==> config.mk <==
export PLATFORM = sky130hd
export DESIGN_NAME = enc_cnt_multi
export DESIGN_NICKNAME = d
export VERILOG_FILES = /design/src/rtl/enc_cnt_pkg.sv /design/src/rtl/enc_cnt_ch.sv /design/src/rtl/enc_cnt_multi.sv
export SDC_FILE = /design/constraint.sdc
export NUM_CORES = 1
export LEC_CHECK = 0
export CORE_AREA = 10 10 184 229
export DETAILED_ROUTE_END_ITERATION = 10
export DIE_AREA = 0 0 194 239
export PLACE_DENSITY = 0.66
export REMOVE_ABC_BUFFERS = 1
export SLEW_MARGIN = 30
export SYNTH_ARGS = -nofsm -noshare
export SYNTH_HDL_FRONTEND = slang
export SYNTH_SLANG_ARGS = --single-unit
export TNS_END_PERCENT = 100
==> constraint.sdc <==
create_clock -name CLK -period 6.6 [get_ports CLK]
set_input_delay 0.99 -clock CLK [delete_from_list [all_inputs] [get_ports CLK]]
set_output_delay 0.99 -clock CLK [all_outputs]
set_load 0.02 [all_outputs]
==> src/rtl/enc_cnt_pkg.sv <==
// enc_cnt_pkg: shared types and constants for the enc_cnt_multi encoder counter.
//   state_t       : per-channel FSM states
//   C_SYNC_STAGES : synchroniser depth ahead of the edge detectors
//   Build macro ENC_CNT_SYNC_EN selects a 2-flop synchroniser (2) or none (0).
package enc_cnt_pkg;

    typedef enum logic [1:0] {ST_IDLE, ST_WAIT_Z, ST_ACTIVE} state_t;

`ifdef ENC_CNT_SYNC_EN
    localparam int C_SYNC_STAGES = 2;
`else
    localparam int C_SYNC_STAGES = 0;
`endif

endpackage

==> src/rtl/enc_cnt_ch.sv <==
// enc_cnt_ch: one encoder channel - input conditioning, rising-edge detection,
//             arm/index FSM, saturating pulse counter, per-revolution capture.
//   CLK       in  system clock
//   RST       in  synchronous active-high reset
//   I_ARM     in  global arm level
//   I_A, I_Z  in  raw encoder A / index pulse
//   O_A, O_Z  out conditioned rising-edge strobes
//   O_ACTIVE  out channel is counting (ST_ACTIVE)
//   O_CAP_VLD out one-cycle capture strobe
//   O_OVF     out sticky saturation flag
//   O_CNT     out last captured count
//   Build macro ENC_CNT_SYNC_EN (via enc_cnt_pkg) inserts 2 synchroniser flops.
module enc_cnt_ch
    import enc_cnt_pkg::*;
#(
    parameter int P_CW = 64
)(
    input  logic            CLK,
    input  logic            RST,
    input  logic            I_ARM,
    input  logic            I_A,
    input  logic            I_Z,
    output logic            O_A,
    output logic            O_Z,
    output logic            O_ACTIVE,
    output logic            O_CAP_VLD,
    output logic            O_OVF,
    output logic [P_CW-1:0] O_CNT
);

    // Shift chain: synchroniser stages, then the edge register, then its
    // one-cycle-old copy; the strobe compares the last two taps.
    localparam int C_N = C_SYNC_STAGES + 1;

    logic [C_N:0]    r_a_p, r_z_p;
    state_t          r_state, w_state_nx;
    logic [P_CW-1:0] r_cnt, w_cnt_nx, r_cap, w_cap_nx, w_cnt_a;
    logic            r_vld, w_vld_nx, r_ovf, w_ovf_nx;
    logic            w_a, w_z, w_sat;

    assign w_a     = r_a_p[C_N-1] & ~r_a_p[C_N];
    assign w_z     = r_z_p[C_N-1] & ~r_z_p[C_N];
    assign w_sat   = &r_cnt;
    // Count including this cycle's A edge, pinned at all-ones.
    assign w_cnt_a = (w_a && !w_sat) ? r_cnt + P_CW'(1) : r_cnt;

    always_ff @(posedge CLK) begin
        if (RST) begin
            r_a_p   <= '0;
            r_z_p   <= '0;
            r_state <= ST_IDLE;
            r_cnt   <= '0;
            r_cap   <= '0;
            r_vld   <= 1'b0;
            r_ovf   <= 1'b0;
        end else begin
            r_a_p   <= {r_a_p[C_N-1:0], I_A};
            r_z_p   <= {r_z_p[C_N-1:0], I_Z};
            r_state <= w_state_nx;
            r_cnt   <= w_cnt_nx;
            r_cap   <= w_cap_nx;
            r_vld   <= w_vld_nx;
            r_ovf   <= w_ovf_nx;
        end
    end

    always_comb begin
        w_state_nx = r_state;
        w_cnt_nx   = r_cnt;
        w_cap_nx   = r_cap;
        w_vld_nx   = 1'b0;
        w_ovf_nx   = r_ovf;
        if (!I_ARM) begin
            w_state_nx = ST_IDLE;
            w_cnt_nx   = '0;
            w_ovf_nx   = 1'b0;
        end else begin
            case (r_state)
                ST_IDLE: begin
                    w_state_nx = ST_WAIT_Z;
                    w_cnt_nx   = '0;
                end
                ST_WAIT_Z: begin
                    w_state_nx = w_z ? ST_ACTIVE : ST_WAIT_Z;
                    w_cnt_nx   = '0;
                end
                ST_ACTIVE: begin
                    w_ovf_nx = r_ovf | (w_a & w_sat);
                    w_cap_nx = w_z ? w_cnt_a : r_cap;
                    w_vld_nx = w_z;
                    // A new revolution starts at 1 when an A edge shares the index cycle.
                    w_cnt_nx = w_z ? {{(P_CW-1){1'b0}}, w_a} : w_cnt_a;
                end
                default: w_state_nx = ST_IDLE;
            endcase
        end
    end

    assign O_A       = w_a;
    assign O_Z       = w_z;
    assign O_ACTIVE  = (r_state == ST_ACTIVE);
    assign O_CAP_VLD = r_vld;
    assign O_OVF     = r_ovf;
    assign O_CNT     = r_cap;

endmodule

==> src/rtl/enc_cnt_multi.sv <==
// enc_cnt_multi: P_CH-channel incremental-encoder pulse counter with registered
//                single-channel readback.
//   CLK        in  system clock
//   RST        in  synchronous active-high reset
//   I_ARM      in  global arm level, shared by all channels
//   I_A, I_Z   in  [P_CH] encoder A / index pulses
//   I_SEL      in  [P_SW] readback channel select
//   O_A, O_Z   out [P_CH] conditioned rising-edge strobes
//   O_ACTIVE   out [P_CH] channel counting
//   O_CAP_VLD  out [P_CH] capture strobes
//   O_OVF      out [P_CH] sticky saturation flags
//   O_CNT      out [P_CH*P_CW] captured counts, channel i at [i*P_CW +: P_CW]
//   O_CNT_SEL  out [P_CW] captured count of channel I_SEL (0 when out of range)
//   Build macro ENC_CNT_SYNC_EN inserts a 2-flop synchroniser on every I_A/I_Z bit.
module enc_cnt_multi
    import enc_cnt_pkg::*;
#(
    parameter  int P_CH = 2,
    parameter  int P_CW = 64,
    localparam int P_SW = (P_CH > 1) ? $clog2(P_CH) : 1
)(
    input  logic                 CLK,
    input  logic                 RST,
    input  logic                 I_ARM,
    input  logic [P_CH-1:0]      I_A,
    input  logic [P_CH-1:0]      I_Z,
    input  logic [P_SW-1:0]      I_SEL,
    output logic [P_CH-1:0]      O_A,
    output logic [P_CH-1:0]      O_Z,
    output logic [P_CH-1:0]      O_ACTIVE,
    output logic [P_CH-1:0]      O_CAP_VLD,
    output logic [P_CH-1:0]      O_OVF,
    output logic [P_CH*P_CW-1:0] O_CNT,
    output logic [P_CW-1:0]      O_CNT_SEL
);

    // Select table padded to the full I_SEL range; unused codes read as 0.
    logic [P_CW-1:0] w_cnt_tab [2**P_SW];
    logic [P_CW-1:0] r_cnt_sel;

    for (genvar i = 0; i < P_CH; i++) begin : g_ch
        enc_cnt_ch #(.P_CW(P_CW)) u_ch (
            .CLK       (CLK),
            .RST       (RST),
            .I_ARM     (I_ARM),
            .I_A       (I_A[i]),
            .I_Z       (I_Z[i]),
            .O_A       (O_A[i]),
            .O_Z       (O_Z[i]),
            .O_ACTIVE  (O_ACTIVE[i]),
            .O_CAP_VLD (O_CAP_VLD[i]),
            .O_OVF     (O_OVF[i]),
            .O_CNT     (O_CNT[i*P_CW +: P_CW])
        );
        assign w_cnt_tab[i] = O_CNT[i*P_CW +: P_CW];
    end

    for (genvar i = P_CH; i < 2**P_SW; i++) begin : g_pad
        assign w_cnt_tab[i] = '0;
    end

    always_ff @(posedge CLK) begin
        r_cnt_sel <= RST ? '0 : w_cnt_tab[I_SEL];
    end

    assign O_CNT_SEL = r_cnt_sel;

endmodule

==> results of run 1 <==
## Yosys cell counts (5+ instances only)
cell        n  area share
nor2b_1    12      0.0045
buf_4      13      0.0058
nor2_1    220       0.049
nand2b_1   22      0.0082
nor4_2      5      0.0037
mux2i_1    69       0.041
clkbuf_1  133       0.030
o31a_1      7      0.0037
nor3_1     46       0.014
o21a_1      6      0.0027
and4_1     26       0.014
buf_2      27      0.0081
o21ai_1    38       0.011
or3_1      46       0.017
o21bai_1   12      0.0054
and3_1     26      0.0097
nor4_1     36       0.013
a41oi_1    12      0.0063
nand3_1    67       0.020
xnor2_1    65       0.034
nand3b_1    5      0.0022
and2_1     19      0.0071
xor2_1     19       0.010
nand4_1    65       0.024
a21o_1     12      0.0054
o211ai_1   14      0.0063
buf_1       7      0.0016
o21ai_0    71       0.021
a21oi_1   101       0.030
or4_1      29       0.013
a31oi_1   107       0.040
dfxtp_1   336        0.40
nand2_1   117       0.026
inv_1      33      0.0074
o31ai_1     7      0.0031
a311oi_1   22       0.012
a211oi_1   95       0.043
## power groups by stage
stage          sequential (W)  clock, W  combinational [W]
2_1_floorplan         0.00209         0          0.0000329
3_3_place_gp          0.00209         0          0.0000904
3_5_place_dp          0.00209         0          0.0000913
4_1_cts               0.00204   0.00207          0.0000914
5_1_grt               0.00204   0.00215          0.0000991
6_report              0.00204   0.00204          0.0000932
## sequential cells by signal (all words and copies together), names as in the netlist
register,flops
O_CNT_SEL,64
g_ch.u_ch.O_CAP_VLD,2
g_ch.u_ch.O_CNT,128
g_ch.u_ch.O_OVF,2
g_ch.u_ch.r_a_p,4
g_ch.u_ch.r_cnt,128
g_ch.u_ch.r_state,4
g_ch.u_ch.r_z_p,4
## per-layer routing
layer	part of all wire	up-vias
li1	-	7661
met1	0.41	7768
met2	0.50	571
met3	0.052	118
met4	0.035	0
met5	0	-
## area by class of cell
class / count / area (sq um) / area share
multi-input combinational: 1464 / 9112 / 0.4549
sequential: 336 / 6726 / 0.3358
timing repair buffer: 229 / 2281 / 0.1139
clock buffer: 57 / 1124 / 0.05609
tap: 492 / 615.6 / 0.03073
inverter: 34 / 127.6 / 0.006371
clock inverter: 7 / 45.04 / 0.002249
## worst max-delay path by stage
stage                               start                      to  slack, ns
floorplan                           I_ARM  g_ch[1].u_ch.r_cnt[37]       1.85
global placement                    I_ARM  g_ch[1].u_ch.r_cnt[39]       2.79
detailed placement                  I_ARM  g_ch[1].u_ch.r_cnt[49]       2.71
CTS                 g_ch[0].u_ch.r_a_p[1]                  O_A[0]       2.95
global route        g_ch[0].u_ch.r_cnt[0]  g_ch[0].u_ch.O_CNT[58]       2.76
finish              g_ch[0].u_ch.r_a_p[1]                  O_A[0]       2.92
## worst max-delay path, cell delays in order (launching register included)
cell and delay, ns:
dfxtp_1 0.30, nand2b_1 0.43, inv_1 0.67, clkdlybuf4s50_1 0.74
## per-stage QoR
step,cell area (sq um),util,std cells
final,20030,0.5294,2619
after global routing,20030,0.5294,2619
after CTS,19980,0.5280,2617
after detailed placement,18810,0.4971,2553
after global placement,18800,0.4968,2553
after floorplan,15940,-,1834
## cell families after synthesis
logic type / after synthesis
AOI/OAI and AO/OA: 549
DFF: 336
muxes: 69
and+or+nand+nor: 760
xor gates and xnor gates: 84
buffers and inverters: 216
adders and majority gates: 2
==> results.toml, run 1 <==
[clock_network]
clk_latency_ns = 0.54
cts_resized = 0
post_cts_buffers = 0
numCtsBuffers = 38
clock_path_buffers = 3
root_buffer = "clkbuf_16"
cts_tree = "yes"
ctsHoldBuffers = 0
htreeDepth = 2
cts_sinks = 336
clk_pin_slew_worst_paths_ns = 0.06

[pwr]
power_density_mw_per_mm2 = 208.2
total_power_w = 0.004170
power.share.clock = 0.488
power_frac_comb = 0.022
p_leak_nw = 6.217
p_seq_frac = 0.490
internal_power_w = 0.003238
switchingPower_w = 0.0009325
ir_worst_vdd_mv = 0.1434
sw_frac_of_total = 0.2236

[synth]
syn_area_sq_mm = 0.01672
synth_xor_xnor_area_share = 0.04401
synth_compound_area_frac = 0.2172
synthSimpleGateAreaFrac = 0.2392
syn_inst = 2016
async_flop_share = 0
yosys_warnings = 0
synth_top_family_by_area = "simple AND/OR/NAND/NOR gates"
synth.avg_cell_area_sq_um = 8.292
ys_dominant_reg_cell = "dfxtp_1"
synth-edff-count = 0
synth-seq-area-share = 0.4024
synth_adder_area_share = 0.001497
synthMuxAreaShare = 0.04132
yosys.cell_types.count = 80
ys_seq_elements = 336

[global_routing]
grt_max_degree = 85
grt_use_met3 = 0.03381
antenna_found_initial = 0
busiest_layer = "met2"
gr-total-overflow = 0
grt_pass1_wl_mm = 90.70
grt_usage = 0.2426
met2_usage = 0.4276
grt_use_met1 = 0.2925
first_global_vias = 14850

[critical_path]
arrival_ns = 2.69
r2r-start = "g_ch[1].u_ch.r_cnt[0]"
r2r-end = "g_ch[1].u_ch.O_CNT[49]"
worst-setup-path-type = "reg2out"
regToRegSetupSlack_ns = 2.94
worstPathRequired_ns = 5.61
start_kind = "flip-flop"
end_kind = "output port"
rr_worst_depth = 7
cp_max_fo = 15

[route]
avgViaCountPerCell = 6.154
drt_iter0_drc = 1385
dr.pass1.iters = 8
wire_per_inst_um = 22.86
drc = 0
vias = 16120
postRouteWirelength_mm = 59.86
antenna_left = 0

[sta]
final_hold_viol_count = 0
setup_viol = 0
clock.fmax_ghz = 0.2716
worst_slack_ns = 2.918
worst-slew-pin-transition_ns = 1.031
whs_ns = 0.4658
period_share = 0.5579
relSlewSlack = 0.3060
clock-skew-final_ns = 0.02183
tns_ns = 0
period_needed_ns = 3.682
rsz0062_at_grt = "false"
slew_viol_final = 0

[hold_path]
hp-class = "reg2reg"
min_to = "g_ch[0].u_ch.r_z_p[1]"
min_from = "g_ch[0].u_ch.r_z_p[0]"
whs_path_depth = 1

[final_layout]
layout_common_cells = "336 x dfxtp_1, 219 x nor2_1, 207 x clkdlybuf4s50_1"
fillers = 3592
drive_above_1_share = 0.04937
diodes = 0
final_nets = 2113
final_common_cell = "dfxtp_1"
area_delta_synth_final_pct = 19.84

[placed_design]
dp_hpwl_mm = 43.34
dp_slack_ns = 2.713
gp_congestion = 0.9576
port-buffer-count = 209

[floorplan]
core_area_sq_mm = 0.03784
initial_core_util = 0.4418
die_y_um = 239
die_area_sq_mm = 0.04637
ioPinCount = 210
die_x_um = 194
row_count = 80

[outcome]
status = "finished, final reports clean"

[flow_run]
drv_cap = 0
(Power assumes the default switching activity.)
==> inputs of run 2 (changes only) <==
==> constraint.sdc (replaced) <==
create_clock -name CLK -period 3.8 [get_ports CLK]
set_input_delay 0.57 -clock CLK [delete_from_list [all_inputs] [get_ports CLK]]
set_output_delay 0.57 -clock CLK [all_outputs]
set_load 0.02 [all_outputs]
==> run 2 against run 1 <==
Register-to-register slack lost 2.4 ns. Global-route usage rose by 0.66 points. Count of clock-buffer cells in the layout fell by 10. Flip-flop and latch count unchanged. Setup slack worse by 2.4 ns. Routed wire length up 2.2%. Final cell count is 1.3% higher. Critical endpoint is now g_ch[0].u_ch.O_CNT[54]. Largest power group is now clock.
==> results.toml, run 2 (synthesis gave the netlist of run 1 again) <==
[outcome]
status = "finished, final reports clean"

[clock_network]
htreeDepth = 2
cts_tree = "yes"
post_cts_buffers = 0
root_buffer = "clkbuf_16"
clk_latency_ns = 0.53
cts_resized = 0
ctsHoldBuffers = 0
numCtsBuffers = 37
cts_sinks = 336
clk_pin_slew_worst_paths_ns = 0.07
clock_path_buffers = 3

[critical_path]
path_delay_family = "simple AND/OR/NAND/NOR gates"
cp_num_buf_inv = 1
cpMaxStageDelayCell = "or4_1"
cp_max_fo = 24
end_kind = "flip-flop"
path_cells = "ha_1 > inv_1 > or4_1 > or3_1 > o21ai_4 > o21ai_1 > a311oi_1"
worst_path_largest_cell_delay_ns = 0.80
worstPathRequired_ns = 4.23
arrival_ns = 3.70
worst-setup-path-type = "reg2reg"
start_kind = "flip-flop"

[route]
wire_per_inst_um = 23.06
avgViaCountPerCell = 6.107
postRouteWirelength_mm = 61.19
antenna_left = 0
drc = 0
vias = 16200
dr.pass1.iters = 6
drt_iter0_drc = 1500

[final_layout]
final_cell_count_no_fill = 2653
layout_common_cells = "336 x dfxtp_1, 219 x nor2_1, 207 x clkdlybuf4s50_1"
final_nets = 2147
diodes = 0
area_delta_synth_final_pct = 21.68
final_common_cell = "dfxtp_1"
drive_above_1_share = 0.06617
fillers = 3531
final_util = 0.5376

[floorplan]
initial_core_util = 0.4418
row_count = 80
die_x_um = 194
die_y_um = 239
core_area_sq_mm = 0.03784
ioPinCount = 210
die_area_sq_mm = 0.04637

[hold_path]
hp-class = "reg2reg"

[global_routing]
grt_pass1_wl_mm = 92.56
antenna_found_initial = 1
grt_usage = 0.2492
grt_max_degree = 161
gr-total-overflow = 0
first_global_vias = 14920

[sta]
worst-slew-pin-transition_ns = 0.9162
worst_slack_ns = 0.5288
slew_viol_final = 0
period_needed_ns = 3.271
clock-skew-final_ns = 0.01226
tns_ns = 0
clock.fmax_ghz = 0.3057
relSlewSlack = 0.3875
whs_ns = 0.4691
period_share = 0.8608
rsz0062_at_grt = "false"
setup_viol = 0
final_hold_viol_count = 0

[pwr]
p_seq_frac = 0.479
power_frac_comb = 0.022
p_leak_nw = 6.384
power_density_mw_per_mm2 = 364.0
ir_worst_vdd_mv = 0.2249
power.share.clock = 0.499
sw_frac_of_total = 0.2231
internal_power_w = 0.005751
switchingPower_w = 0.001652

[placed_design]
place_inst = 2590
port-buffer-count = 209
gp_congestion = 0.9598
dp_slack_ns = 0.5585
dp_hpwl_mm = 44.74

[flow_run]
drv_cap = 0
==> run 2: area by class of cell <==
cell class              instances  area [sq um]  share of cell area
well taps                     492         615.6             0.03027
multi-input cells            1464          9100              0.4474
flip-flops and latches        336          6726              0.3307
clock buffers                  47          1013             0.04983
repair buffers                264          2554              0.1256
inverters                      34         127.6            0.006275
clock inverters                16         202.7            0.009966
==> run 2: final timing paths <==
check                   startpoint                      to  slack [ns]  cells after the start
max          g_ch[0].u_ch.r_cnt[0]  g_ch[0].u_ch.O_CNT[54]        0.53                      7
max reg2reg  g_ch[0].u_ch.r_cnt[0]  g_ch[0].u_ch.O_CNT[54]        0.53                      7
min          g_ch[0].u_ch.r_z_p[0]   g_ch[0].u_ch.r_z_p[1]        0.47                      1
min reg2reg  g_ch[0].u_ch.r_z_p[0]   g_ch[0].u_ch.r_z_p[1]        0.47                      1
==> run 2: power by group through the flow <==
stage	Sequential [W]	Combinational, W	Clock (W)
global placement	0.00362	0.000163	0
floorplan	0.00362	0.0000572	0
detailed placement	0.00362	0.000165	0
finish	0.00354	0.000165	0.00369
CTS	0.00354	0.000165	0.00374
global route	0.00354	0.000174	0.00387
==> run 2: per-layer routing <==
metal | routed length (um) | up-vias | global-route usage
met2 | 30610 | 588 | 0.4365
met5 | 0 | - | 0
li1 | - | 7721 | -
met4 | 2550 | 0 | 0.1062
met3 | 3046 | 141 | 0.02806
met1 | 24980 | 7753 | 0.3028
==> run 2: stage by stage <==
stage | power, W | instance area, sq um
after floorplan | 0.003680 | 15940
after global placement | 0.003787 | 19120
after detailed placement | 0.003788 | 19120
after CTS | 0.007453 | 20340
after global routing | 0.007590 | 20340
final | 0.007403 | 20340
==> inputs of run 3 (changes only) <==
--- a/config.mk
+++ b/config.mk
@@ -8,8 +8,9 @@
 export CORE_AREA = 10 10 184 229
 export DETAILED_ROUTE_END_ITERATION = 10
 export DIE_AREA = 0 0 194 239
-export PLACE_DENSITY = 0.66
+export DONT_BUFFER_PORTS = 1
 export REMOVE_ABC_BUFFERS = 1
+export SETUP_SLACK_MARGIN = 0.2
 export SLEW_MARGIN = 30
 export SYNTH_ARGS = -nofsm -noshare
 export SYNTH_HDL_FRONTEND = slang
==> run 3 against run 2 <==
Fmax fell by 1.1%. Die area is the same. Flip-flop and latch count is the same. Via count fell by 4.8%. Global-route usage is 0.87 points lower. Final cell count decreased by 8.4%. Final area down 11%. Critical path type unchanged. Critical endpoint unchanged.
==> results.toml, run 3 (synthesis gave the netlist of run 1 again) <==
[sta]
relSlewSlack = 0.3666
period_needed_ns = 3.307
rsz0062_at_grt = "false"
slew_viol_final = 0
clock-skew-final_ns = 0.02225
final_hold_viol_count = 0
worst-slew-pin-transition_ns = 0.9501
clock.fmax_ghz = 0.3024
period_share = 0.8702
setup_viol = 0

[floorplan]
initial_core_util = 0.4418
die_y_um = 239
core_area_sq_mm = 0.03784
die_x_um = 194
row_count = 80
die_area_sq_mm = 0.04637
ioPinCount = 210

[critical_path]
rr_worst_depth = 8
regToRegSetupSlack_ns = 0.49
r2r-start = "g_ch[0].u_ch.r_cnt[0]"
r2r-end = "g_ch[0].u_ch.O_CNT[54]"
worst-setup-path-type = "reg2reg"
cp_max_fo = 24
arrival_ns = 3.73
worstPathRequired_ns = 4.23
start_kind = "flip-flop"
end_kind = "flip-flop"

[global_routing]
grt_pass1_wl_mm = 89.22
grt_usage = 0.2405
grt_max_degree = 206
antenna_found_initial = 5
first_global_vias = 13980
gr-total-overflow = 0

[clock_network]
clk_pin_slew_worst_paths_ns = 0.06
clk_latency_ns = 0.53
post_cts_buffers = 0
htreeDepth = 2
cts_tree = "yes"
root_buffer = "clkbuf_16"
ctsHoldBuffers = 0
cts_sinks = 336
cts_resized = 0
clock_path_buffers = 3
numCtsBuffers = 35

[final_layout]
layout_common_cells = "336 x dfxtp_1, 219 x nor2_1, 117 x nand2_1"
final_nets = 1927
final_common_cell = "dfxtp_1"
final_util = 0.4773
area_delta_synth_final_pct = 8.039
final_area_sq_mm = 0.01806
drive_above_1_share = 0.06601
fillers = 3738
diodes = 0

[flow_run]
drv_cap = 0

[route]
avgViaCountPerCell = 6.346
drt_iter0_drc = 1511
drc = 0
dr.pass1.iters = 8
postRouteWirelength_mm = 59.33
vias = 15430
wire_per_inst_um = 24.41
antenna_left = 0

[placed_design]
port-buffer-count = 0
place_area_sq_mm = 0.01694
dp_hpwl_mm = 42.91
gp_congestion = 0.9534

[pwr]
ir_worst_vdd_mv = 0.2663
p_leak_nw = 5.594
power_density_mw_per_mm2 = 390.2

[hold_path]
min_to = "g_ch[1].u_ch.O_CNT[20]"
min_from = "RST"
hp-class = "in2reg"
whs_path_depth = 1

[outcome]
status = "finished, final reports clean"
-- run 3: cell count changes in the layout (fill, tap and decap cells not counted), moves of 3 or more --
cell / change
buf_4: -8
clkdlybuf4s50_1: -207
clkinvlp_4: -6
bufinv_16: -3
clkinv_2: +3
-- run 3: worst max-delay path by stage --
stage                     startpoint                      to  slack (ns)  cells after the start
2_1_floorplan                  I_ARM  g_ch[1].u_ch.r_cnt[37]       -0.53                      5
3_3_place_gp   g_ch[0].u_ch.r_cnt[0]  g_ch[0].u_ch.O_CNT[54]        0.65                      8
3_5_place_dp   g_ch[0].u_ch.r_cnt[0]  g_ch[0].u_ch.O_CNT[54]        0.55                      8
4_1_cts        g_ch[0].u_ch.r_cnt[0]  g_ch[0].u_ch.O_CNT[54]        0.55                      8
5_1_grt        g_ch[0].u_ch.r_cnt[0]  g_ch[0].u_ch.O_CNT[54]        0.33                      8
6_report       g_ch[0].u_ch.r_cnt[0]  g_ch[0].u_ch.O_CNT[54]        0.49                      8
-- run 3: area by class of cell --
cell class | count | area [sq um] | share of cell area
Timing Repair Buffer | 46 | 370.4 | 0.02051
Multi-Input combinational cell | 1464 | 9106 | 0.5042
Clock inverter | 10 | 82.58 | 0.004573
Sequential cell | 336 | 6726 | 0.3725
Tap cell | 492 | 615.6 | 0.03409
Inverter | 34 | 127.6 | 0.007067
Clock buffer | 49 | 1031 | 0.05709
-- run 3: power by group --
part           total [W]  leakage (nW)  switching, W  internal (W)
sequential       0.00355          2.71     0.0000182       0.00353
clock            0.00342         0.556       0.00146       0.00196
combinational  0.0000800          2.33     0.0000452     0.0000348
-- run 3: worst max-delay path, cell delays in order, from the launching register on --
cell and delay (ns):
dfxtp_1 0.44, ha_1 0.29, inv_1 0.11, or4_1 0.76
or3_1 0.42, buf_4 0.22, o21ai_4 0.54, o21ai_1 0.14
a311oi_1 0.27
-- run 3: stage by stage --
| step | cells | worst slack, ns | TNS (ns) | total power [W] | hold WS (ns) |
|---|---|---|---|---|---|
| after floorplan | 1834 | -0.5283 | -23.72 | 0.003680 | 0.4392 |
| after detailed placement | 2372 | 0.5529 | 0 | 0.003708 | 0.4590 |
| after CTS | 2431 | 0.5485 | 0 | 0.007104 | 0.1101 |
| after global placement | 2372 | 0.6529 | 0 | 0.003706 | 0.4493 |
| final | 2431 | 0.4934 | 0 | 0.007047 | 0.1519 |
| after global routing | 2431 | 0.3279 | 0 | 0.007227 | 0.1265 |
-- run 3: layer usage --
layer	global-route usage	routed length, um	up-vias	share of wire
met5	0	20	-	0.00034
met4	0.09619	2169	4	0.037
met3	0.04111	3881	116	0.065
met2	0.4174	29660	565	0.50
met1	0.2890	23600	7460	0.40
li1	-	-	7283	-
